[src/rtl/spi_wrap_bridge_pkg.sv]
// Shared definitions for the SPI wrap bridge: command codes, packet layout,
// FSM encodings and the request/response field structs.
package spi_wrap_bridge_pkg;

    localparam logic [1:0] TYPE_NOP    = 2'd0;
    localparam logic [1:0] TYPE_WRITE  = 2'd1;
    localparam logic [1:0] TYPE_READ   = 2'd2;
    localparam logic [1:0] TYPE_UPDATE = 2'd3;

    localparam logic [15:0] STATUS_HEADER = 16'h57A7;
    localparam logic [3:0]  STATUS_SOF    = 4'hF;
    localparam logic [3:0]  STATUS_EOF    = 4'hF;

    // Bit offsets of the command fields inside s_axis_tdata
    localparam int OFS_ADDR_HI  = 16;
    localparam int OFS_TYPE     = 26;
    localparam int OFS_WDATA_HI = 32;
    localparam int OFS_ADDR_LO  = 36;
    localparam int OFS_WDATA_LO = 52;

    localparam logic [2:0] ST_RESET      = 3'd0;
    localparam logic [2:0] ST_IDLE       = 3'd1;
    localparam logic [2:0] ST_READBACK   = 3'd2;
    localparam logic [2:0] ST_WAIT_VALID = 3'd3;
    localparam logic [2:0] ST_WAIT_READY = 3'd4;

    typedef struct packed {
        logic [1:0]  ctype;
        logic [21:0] addr;
        logic [15:0] wdata;
    } cmd_t;

    typedef struct packed {
        logic [1:0]  rtype;
        logic [21:0] raddr;
        logic [15:0] rdata;
        logic [3:0]  eof;
    } resp_t;

endpackage

[src/rtl/spi_wrap_resp_pack.sv]
// Combinational packer turning a response record into the 64-bit wrapped
// status word; shared with the single-target decoder.
module spi_wrap_resp_pack
    import spi_wrap_bridge_pkg::*;
(
    input  resp_t       resp,
    output logic [63:0] tdata
);

    assign tdata = {resp.rdata[11:0], resp.eof,
                    resp.raddr[11:0], resp.rdata[15:12],
                    STATUS_SOF, resp.rtype, resp.raddr[21:12],
                    STATUS_HEADER};

endmodule

[src/rtl/spi_wrap_bridge.sv]
// Multi-channel SPI wrap bridge: decodes single-beat command packets into
// register-bus cycles on NUM_CH targets and returns wrapped read responses.
module spi_wrap_bridge
    import spi_wrap_bridge_pkg::*;
#(
    parameter int         NUM_CH         = 4,
    parameter int         ADR_BITS       = 2,
    parameter int         TIMEOUT        = 255,
    parameter logic [7:0] TUSER_OUT_MASK = 8'h00,
    parameter logic [7:0] TUSER_OUT      = 8'h00,
    parameter logic [3:0] EOF_ERR        = 4'hE
) (
    input  logic                      aclk,
    input  logic                      areset,
    input  logic [63:0]               s_axis_tdata,
    input  logic                      s_axis_tvalid,
    output logic                      s_axis_tready,
    input  logic                      s_axis_tlast,
    input  logic [7:0]                s_axis_tuser,
    output logic [63:0]               m_axis_tdata,
    output logic                      m_axis_tvalid,
    input  logic                      m_axis_tready,
    output logic                      m_axis_tlast,
    output logic [7:0]                m_axis_tuser,
    output logic                      rst_o,
    output logic [15:0]               dat_o,
    input  logic [NUM_CH-1:0][15:0]   dat_i,
    input  logic [NUM_CH-1:0]         dat_valid_i,
    output logic [ADR_BITS-1:0]       adr_o,
    output logic [NUM_CH-1:0]         en_o,
    output logic                      wr_o
);

    localparam int CH_BITS = (NUM_CH > 1) ? $clog2(NUM_CH) : 1;

    logic [2:0]          state;
    cmd_t                cmd;
    logic [CH_BITS-1:0]  in_ch;
    logic [CH_BITS-1:0]  cap_ch;
    logic [CH_BITS-1:0]  stb_ch;
    logic                in_ch_ok;
    logic                accept;
    logic                strobe;
    logic                is_rd;
    logic [21:0]         cap_addr;
    logic [1:0]          cap_type;
    logic [7:0]          cap_tuser;
    logic [15:0]         rdata;
    logic                err;
    logic [31:0]         timer;
    logic                timer_exp;
    logic [15:0]         sel_dat;
    logic                sel_vld;
    resp_t               resp;
    logic                unused_bits;

    assign cmd.ctype = s_axis_tdata[OFS_TYPE +: 2];
    assign cmd.addr  = {s_axis_tdata[OFS_ADDR_HI +: 10], s_axis_tdata[OFS_ADDR_LO +: 12]};
    assign cmd.wdata = {s_axis_tdata[OFS_WDATA_HI +: 4], s_axis_tdata[OFS_WDATA_LO +: 12]};

    assign unused_bits = ^{s_axis_tlast, s_axis_tdata[15:0], s_axis_tdata[31:28],
                           s_axis_tdata[51:48]};

    assign in_ch    = cmd.addr[ADR_BITS +: CH_BITS];
    assign in_ch_ok = int'(in_ch) < NUM_CH;
    assign is_rd    = (cmd.ctype == TYPE_READ) || (cmd.ctype == TYPE_UPDATE);

    assign s_axis_tready = (state == ST_IDLE);
    assign accept        = s_axis_tready && s_axis_tvalid;

    // The accept-cycle strobe is decoded straight from the bus; the
    // read-back strobe replays the captured channel.
    assign strobe = (accept && in_ch_ok && cmd.ctype != TYPE_NOP) || (state == ST_READBACK);
    assign stb_ch = (state == ST_IDLE) ? in_ch : cap_ch;

    for (genvar k = 0; k < NUM_CH; k++) begin : g_en
        assign en_o[k] = strobe && (stb_ch == CH_BITS'(k));
    end

    assign wr_o  = accept && (cmd.ctype == TYPE_WRITE || cmd.ctype == TYPE_UPDATE);
    assign dat_o = accept ? cmd.wdata : 16'h0000;
    assign adr_o = (state == ST_IDLE) ? cmd.addr[ADR_BITS-1:0] : cap_addr[ADR_BITS-1:0];
    assign rst_o = (state == ST_RESET);

    always_comb begin
        sel_dat = 16'h0000;
        sel_vld = 1'b0;
        for (int k = 0; k < NUM_CH; k++) begin
            if (cap_ch == CH_BITS'(k)) begin
                sel_dat = dat_i[k];
                sel_vld = dat_valid_i[k];
            end
        end
    end

    assign timer_exp = (TIMEOUT != 0) && (timer == 32'(TIMEOUT - 1));

    always_ff @(posedge aclk) begin
        if (areset) begin
            state     <= ST_RESET;
            cap_addr  <= '0;
            cap_type  <= '0;
            cap_ch    <= '0;
            cap_tuser <= '0;
            rdata     <= '0;
            err       <= 1'b0;
            timer     <= '0;
        end else begin
            case (state)
                ST_RESET: state <= ST_IDLE;
                ST_IDLE: begin
                    if (s_axis_tvalid) begin
                        cap_addr  <= cmd.addr;
                        cap_type  <= cmd.ctype;
                        cap_ch    <= in_ch;
                        cap_tuser <= (s_axis_tuser & ~TUSER_OUT_MASK) | (TUSER_OUT_MASK & TUSER_OUT);
                        timer     <= '0;
                        if (is_rd) begin
                            if (!in_ch_ok) begin
                                rdata <= '0;
                                err   <= 1'b1;
                                state <= ST_WAIT_READY;
                            end else begin
                                state <= (cmd.ctype == TYPE_READ) ? ST_WAIT_VALID : ST_READBACK;
                            end
                        end
                    end
                end
                ST_READBACK: begin
                    timer <= '0;
                    state <= ST_WAIT_VALID;
                end
                ST_WAIT_VALID: begin
                    timer <= timer + 32'd1;
                    if (sel_vld) begin
                        rdata <= sel_dat;
                        err   <= 1'b0;
                        state <= ST_WAIT_READY;
                    end else if (timer_exp) begin
                        rdata <= '0;
                        err   <= 1'b1;
                        state <= ST_WAIT_READY;
                    end
                end
                ST_WAIT_READY: if (m_axis_tready) state <= ST_IDLE;
                default: state <= ST_RESET;
            endcase
        end
    end

    assign resp.rtype = cap_type;
    assign resp.raddr = cap_addr;
    assign resp.rdata = rdata;
    assign resp.eof   = err ? EOF_ERR : STATUS_EOF;

    spi_wrap_resp_pack u_pack (
        .resp  (resp),
        .tdata (m_axis_tdata)
    );

    assign m_axis_tvalid = (state == ST_WAIT_READY);
    assign m_axis_tlast  = 1'b1;
    assign m_axis_tuser  = cap_tuser;

endmodule

[config.mk]
export PLATFORM = sky130hd
export DESIGN_NAME = spi_wrap_bridge
export DESIGN_NICKNAME = d
export VERILOG_FILES = /design/src/rtl/spi_wrap_bridge_pkg.sv /design/src/rtl/spi_wrap_resp_pack.sv /design/src/rtl/spi_wrap_bridge.sv
export SDC_FILE = /design/constraint.sdc
export NUM_CORES = 1
export LEC_CHECK = 0
export BUFFER_PORTS_ARGS = -buffer_cell sky130_fd_sc_hd__buf_2
export CAP_MARGIN = 5
export CELL_PAD_IN_SITES_DETAIL_PLACEMENT = 1
export CELL_PAD_IN_SITES_GLOBAL_PLACEMENT = 1
export CORE_ASPECT_RATIO = 0.9
export CORE_MARGIN = 2
export CORE_UTILIZATION = 34
export CTS_CLUSTER_DIAMETER = 50
export DETAILED_ROUTE_END_ITERATION = 6
export HOLD_SLACK_MARGIN = 0.15
export PLACE_DENSITY_LB_ADDON = 0.1
export SYNTH_ARGS = -nofsm -noshare
export SYNTH_HDL_FRONTEND = slang
export SYNTH_SLANG_ARGS = --single-unit
[constraint.sdc]
create_clock -name aclk -period 4.6 [get_ports aclk]
set_input_delay 1.38 -clock aclk [delete_from_list [all_inputs] [get_ports aclk]]
set_output_delay 1.38 -clock aclk [all_outputs]
set_load 0.05 [all_outputs]
==> out/results.txt, run 1 <==
Post-DP HPWL - 10.5 mm
Vias in the first global route - 4460
Sequential area share after synthesis - 0.382
Cell mode on critical path - buf_2
CTS hold repair buffers - 0
Unrepaired setup endpoints after global routing - no
Avg WL per Cell - 16.3 um
Final setup vio count - 0
Die width - 124 um
Peak VDD IR - 245 uV
Fin util - 0.448
# rows - 39
GRT overflow - 0
Slew Viols, Final - 0
WP data arrival - 2.46 ns
CTS tree - built
Hold crit path type - flop to flop
Ranking of synthesized cells by area - dfxtp_1, mux4_2, nand2_1
Reg clk slew, reported paths - 0.06 ns
Die Area - 0.0139 sq mm
Routed WL - 14.0 mm
Max-cap viol count - 0
Total CTS buffers - 9
Residual DRC - 0
Crit Path Class - primary input to output port
CP endpoint kind - output port
Root buf cell - clkbuf_16
Layout area overhead - 29.0%
WP data required - 3.22 ns
Total GRT Usage - 0.199
Mean Syn Cell Area - 8.52 sq um
CTS H-Tree Depth - 3
Number of I/O port buffers - 194
Final min period - 3.84 ns
Chip Height - 112 um
Fin Setup TNS - 0 ns
Critical Path, Cell by Cell - buf_2 -> nand3b_1 -> o22ai_1 -> nand2_1 -> nor2_1 -> buf_2
Asr flop ratio synth - 0
Share of cells above drive strength 1 - 0.345
Top cells by count, synth - nand2_1, dfxtp_1, a21oi_1
Max Freq - 261 MHz
Via density - 5.15
Synth top area share - 0.382
Worst path slowest cell - buf_2
Clk_lat worst skew - 0.34 ns
Setup Fix Bufs, Post-CTS - 0
EDFF count, synth - 0
Synth cell types - 50
Pleak - 0.00242 uW
DR vias - 4412
Crit-path max FO - 22
Deepest clock path buffer count - 2
Power per cell area - 323 mW/mm^2
Wire length of the first global-routing pass - 22.2 mm
# resized after CTS - 0
Initial antenna violation count - 0
Pre-antenna DRT Iters - 4
Routability cong. - 0.769
Fin crit share - 0.834
Netlist Area Pre-Place - 0.00440 sq mm
CP Launch Type - primary input
Iteration-0 DRC Markers - 212
I/O pins - 244
Endpoints failing hold - 0
Yosys top cell by area - dfxtp_1
Clock Sinks - 84
Slew HR - 0.270
Pin count of the biggest net entering global routing - 38
Outcome - complete, no violations
Top_reg_cell synth - dfxtp_1
Inserted Diodes - 0
Nets - 834
Starting density of the core - 0.347
Skew final - 0.00593 ns
Synth Register Bits - 84
Synth Warn # - 0
Most frequent cell after synthesis - nand2_1
Detail Route Antenna Nets - 0
Synth Instances - 517
Slew @ Worst Pin - 1.09 ns
Worst stage delay on the critical path - 0.28 ns
Core box area - 0.0127 sq mm
[final cells by class]
cell class | instances | area [sq um]
Clock inverter | 7 | 67.6
Sequential cell | 84 | 1680
Multi-Input combinational cell | 380 | 2440
Fill cell | 1601 | 7000
Timing Repair Buffer | 200 | 1020
Clock buffer | 9 | 225
Tap cell | 164 | 205
Inverter | 12 | 45.0
[sequential cells by signal, summed over array words and instances (netlist names)]
register	flops
rdata	16
timer	32
err	1
cap_ch	1
cap_type	2
m_axis_tuser	8
state	3
cap_addr	21
[cell families (layout without fill, tap and decap cells)]
family	after synthesis	count (layout)	synth area share
and+or+nand+nor	221	221	0.259
DFF	84	84	0.382
AOI/OAI and AO/OA	100	100	0.142
adders and majority gates	2	2	0.00568
xor gates and xnor gates	7	7	0.0139
other	2	24	0.00171
buffers and inverters	75	228	0.0878
muxes	26	26	0.108
[final timing paths]
kind	start	end	slack, ns	cells after the start
worst min-delay path	m_axis_tuser[5]	m_axis_tuser[5]	0.46	2
worst max-delay path	s_axis_tvalid	en_o[1]	0.76	6
worst min register to register	m_axis_tuser[5]	m_axis_tuser[5]	0.46	2
worst max register to register	cap_addr[3]	rdata[15]	2.06	5
[where the power goes]
part / switching [uW] / internal (uW)
Clock: 301 / 418
Sequential: 17.0 / 746
Combinational: 245 / 109
Total: 564 / 1270
[critical path, delay by kind of cell]
kind / cells / cell delay (ns)
buf+inv: 2 / 0.56
simple gates: 3 / 0.37
compound gates: 1 / 0.14
[routing by layer]
metal | global-route usage | part of all wire | vias to the layer above
met4 | 0.0479 | 0.013 | 0
met5 | 0 | 0 | -
met1 | 0.252 | 0.43 | 2109
met2 | 0.333 | 0.49 | 130
met3 | 0.0594 | 0.067 | 15
li1 | - | - | 2158
[stage by stage]
step / cell area (sq um) / cells / hold slack, ns / power [uW] / setup WS [ns]
finish: 5680 / 856 / 0.456 / 1840 / 0.765
global route: 5680 / 856 / 0.476 / 1910 / 0.686
CTS: 5680 / 856 / 0.459 / 1860 / 0.771
detailed placement: 5390 / 840 / 0.449 / 1140 / 0.769
global placement: 5390 / 840 / 0.439 / 1130 / 0.819
floorplan: 4490 / 539 / 0.442 / 1040 / 0.653
[placed cells by master (no fill, tap or decap), types with 3 or more instances in the layout]
cell type	n
buf_2	194
nand2_1	85
dfxtp_1	84
a21oi_1	50
nand3_1	26
conb_1	24
and3_1	17
nor2_1	17
mux4_2	17
o2bb2ai_1	16
inv_1	11
nand2b_1	11
nand4_1	10
or3_1	10
nor4_1	10
clkbuf_16	9
o21ai_0	8
mux2i_1	7
or4_1	7
a31oi_1	6
o31ai_1	6
buf_4	6
nor3_1	5
and4_1	5
xor2_1	5
nand3b_1	3
and2_1	3
o41ai_1	3
clkinvlp_4	3
clkinv_2	3
No activity file was read; power rests on OpenSTA's default activity.
==> run 2: changes to the inputs <==
--- a/config.mk
+++ b/config.mk
@@ -11,7 +11,7 @@
 export CELL_PAD_IN_SITES_GLOBAL_PLACEMENT = 1
 export CORE_ASPECT_RATIO = 0.9
 export CORE_MARGIN = 2
-export CORE_UTILIZATION = 34
+export CORE_UTILIZATION = 28
 export CTS_CLUSTER_DIAMETER = 50
 export DETAILED_ROUTE_END_ITERATION = 6
 export HOLD_SLACK_MARGIN = 0.15
==> constraint.sdc (replaced) <==
create_clock -name aclk -period 3.35 [get_ports aclk]
set_input_delay 1.005 -clock aclk [delete_from_list [all_inputs] [get_ports aclk]]
set_output_delay 1.005 -clock aclk [all_outputs]
set_load 0.05 [all_outputs]
==> out/results.txt, run 2 (synthesized netlist as in run 1, its figures left out) <==
Unrepaired setup endpoints after global routing - no (unchanged)
CTS H-Tree Depth - 3 (unchanged)
Deepest clock path buffer count - 2 (unchanged)
Wire length of the first global-routing pass - 22.9 mm (was 22.2 mm)
Residual DRC - 0 (unchanged)
Reg2reg end - timer[28] (was rdata[15])
Post-DP HPWL - 10.9 mm (was 10.5 mm)
Switch Pwr - 777 uW (was 564 uW)
Total GRT Usage - 0.174 (was 0.199)
DR vias - 4451 (was 4412)
Reg clk slew, reported paths - 0.06 ns (about the same)
Die Area - 0.0167 sq mm (was 0.0139 sq mm)
Area occupied by multi-input gates - 0.00244 sq mm (unchanged)
Iteration-0 DRC Markers - 176 (was 212)
Crit-path max FO - 29 (was 22)
Starting density of the core - 0.286 (was 0.347)
Most flops, register - timer (unchanged)
Share of cells above drive strength 1 - 0.348 (was 0.345)
Power share of the combinational group - 0.186 (was 0.193)
Internal power - 1900 uW (was 1270 uW)
Avg WL per Cell - 16.4 um (was 16.3 um)
Setup Fix Bufs, Post-CTS - 0 (unchanged)
Core box area - 0.0154 sq mm (was 0.0127 sq mm)
Max Freq - 331 MHz
CP Launch Type - flop (was primary input)
Number of I/O port buffers - 194 (unchanged)
CP endpoint kind - output port (unchanged)
I/O pins - 244 (unchanged)
Largest register FFs - 32 (unchanged)
WP data arrival - 2.01 ns (was 2.46 ns)
CP startpoint - state[0] (was s_axis_tvalid)
Vias in the first global route - 4398 (was 4460)
Max-cap viol count - 0 (unchanged)
Final min period - 3.02 ns
Sequential share of power - 0.391 (was 0.416)
# resized after CTS - 0 (unchanged)
WP data required - 2.34 ns (was 3.22 ns)
Detail Route Antenna Nets - 0 (unchanged)
Reg2Reg Depth - 4 (was 5)
Root buf cell - clkbuf_16 (unchanged)
Nets - 839 (was 834)
Layout area overhead - 31.8% (was 29.0%)
Slew Viols, Final - 0 (unchanged)
Clock Sinks - 84 (unchanged)
Slew HR - 0.300 (was 0.270)
Fin Setup TNS - 0 ns (unchanged)
Endpoints failing hold - 0 (unchanged)
CTS tree - built (unchanged)
Power per cell area - 461 mW/mm^2 (was 323 mW/mm^2)
Launch point of the worst reg-to-reg path - state[0] (was cap_addr[3])
Hold Path Sink - cap_addr[15] (was m_axis_tuser[5])
Outcome - complete, no violations (unchanged)
Pleak - 0.00247 uW (was 0.00242 uW)
Most common cell after layout, fill and taps aside - buf_2 (unchanged)
Total CTS buffers - 9 (unchanged)
Initial antenna violation count - 1 (was 0)
Via density - 4.96 (was 5.15)
Register area - 0.00168 sq mm (unchanged)
Pre-antenna DRT Iters - 4 (unchanged)
Hold path start - cap_addr[15] (was m_axis_tuser[5])
Chip Height - 123 um (was 112 um)
Reg2Reg Setup Slack - 1.05 ns (was 2.06 ns)
Final setup vio count - 0 (unchanged)
Commonest cells after routing, fill and taps aside - buf_2, nand2_1, dfxtp_1 (unchanged)
Skew final - 0.00519 ns (was 0.00593 ns)
Fin crit share - 0.901
Clock power frac - 0.423 (was 0.391)
Regs by FF count - timer x32, cap_addr x21, rdata x16 (unchanged)
Inserted Diodes - 0 (unchanged)
CTS hold repair buffers - 0 (unchanged)
Hold depth - 2 (unchanged)
Crit Path Class - flop to output port (was primary input to output port)
Pin count of the biggest net entering global routing - 39 (was 38)
GRT overflow - 0 (unchanged)
# rows - 43 (was 39)
Hold crit path type - flop to flop (unchanged)
Switching Share - 0.291 (was 0.307)
Clk_lat worst skew - 0.34 ns (about the same)
Routed WL - 14.7 mm (was 14.0 mm)
Layout fillers - 1932 (was 1601)
Peak VDD IR - 314 uV (was 245 uV)
Routability cong. - 0.709 (was 0.769)
Hold Slack - 0.453 ns (was 0.456 ns)
Slew @ Worst Pin - 1.05 ns (was 1.09 ns)
Die width - 136 um (was 124 um)
-- run 2: cell types whose count changed in the layout (fill, tap and decap cells not counted), sizes merged --
| cell | delta |
|---|---|
| bufinv | +2 |
| buf | +5 |
| clkinv | -2 |
| clkinvlp | -2 |
-- run 2: per-layer routing --
metal  wire length, um  vias up  track usage
met2              7100      119        0.286
met4               161        2       0.0488
met5                 9        -            0
met3              1110       12       0.0615
li1                  -     2162            -
met1              6360     2156        0.215
-- run 2: per-stage QoR --
step                instance area [sq um]   util  std cells  total power, uW  setup slack [ns]
global placement                     5480  0.356        883             1560             0.417
floorplan                            4490      -        539             1430             0.153
CTS                                  5800  0.377        897             2710             0.308
finish                               5800  0.377        897             2670             0.332
global route                         5800  0.377        897             2790             0.162
detailed placement                   5480  0.356        883             1570             0.400
-- run 2: power groups by stage --
stage	clock network, uW	registers (uW)	logic [uW]
finish	1130	1040	497
global placement	0	1070	491
global route	1210	1050	535
detailed placement	0	1070	501
CTS	1170	1050	502
floorplan	0	1140	295
-- run 2: worst max-delay path, stage by stage (launching register included) --
cell	delay, ns
dfxtp_1	0.54
nor3b_2	0.23
buf_4	0.30
and2_1	0.19
nand2_1	0.08
inv_1	0.06
buf_2	0.26
-- run 2: worst max-delay path by stage --
stage,end,slack (ns),cells after the start
after floorplan,en_o[0],0.15,5
after global placement,en_o[1],0.42,6
after detailed placement,en_o[1],0.40,6
after CTS,wr_o,0.31,6
after global routing,wr_o,0.16,6
final,wr_o,0.33,6
-- run 2: final cells by class --
cell class / instances / area share
Clock buffer: 9 / 0.0388
Clock inverter: 5 / 0.0177
Inverter: 12 / 0.00776
Multi-Input combinational cell: 380 / 0.421
Sequential cell: 84 / 0.290
Tap cell: 202 / 0.0436
Timing Repair Buffer: 205 / 0.182
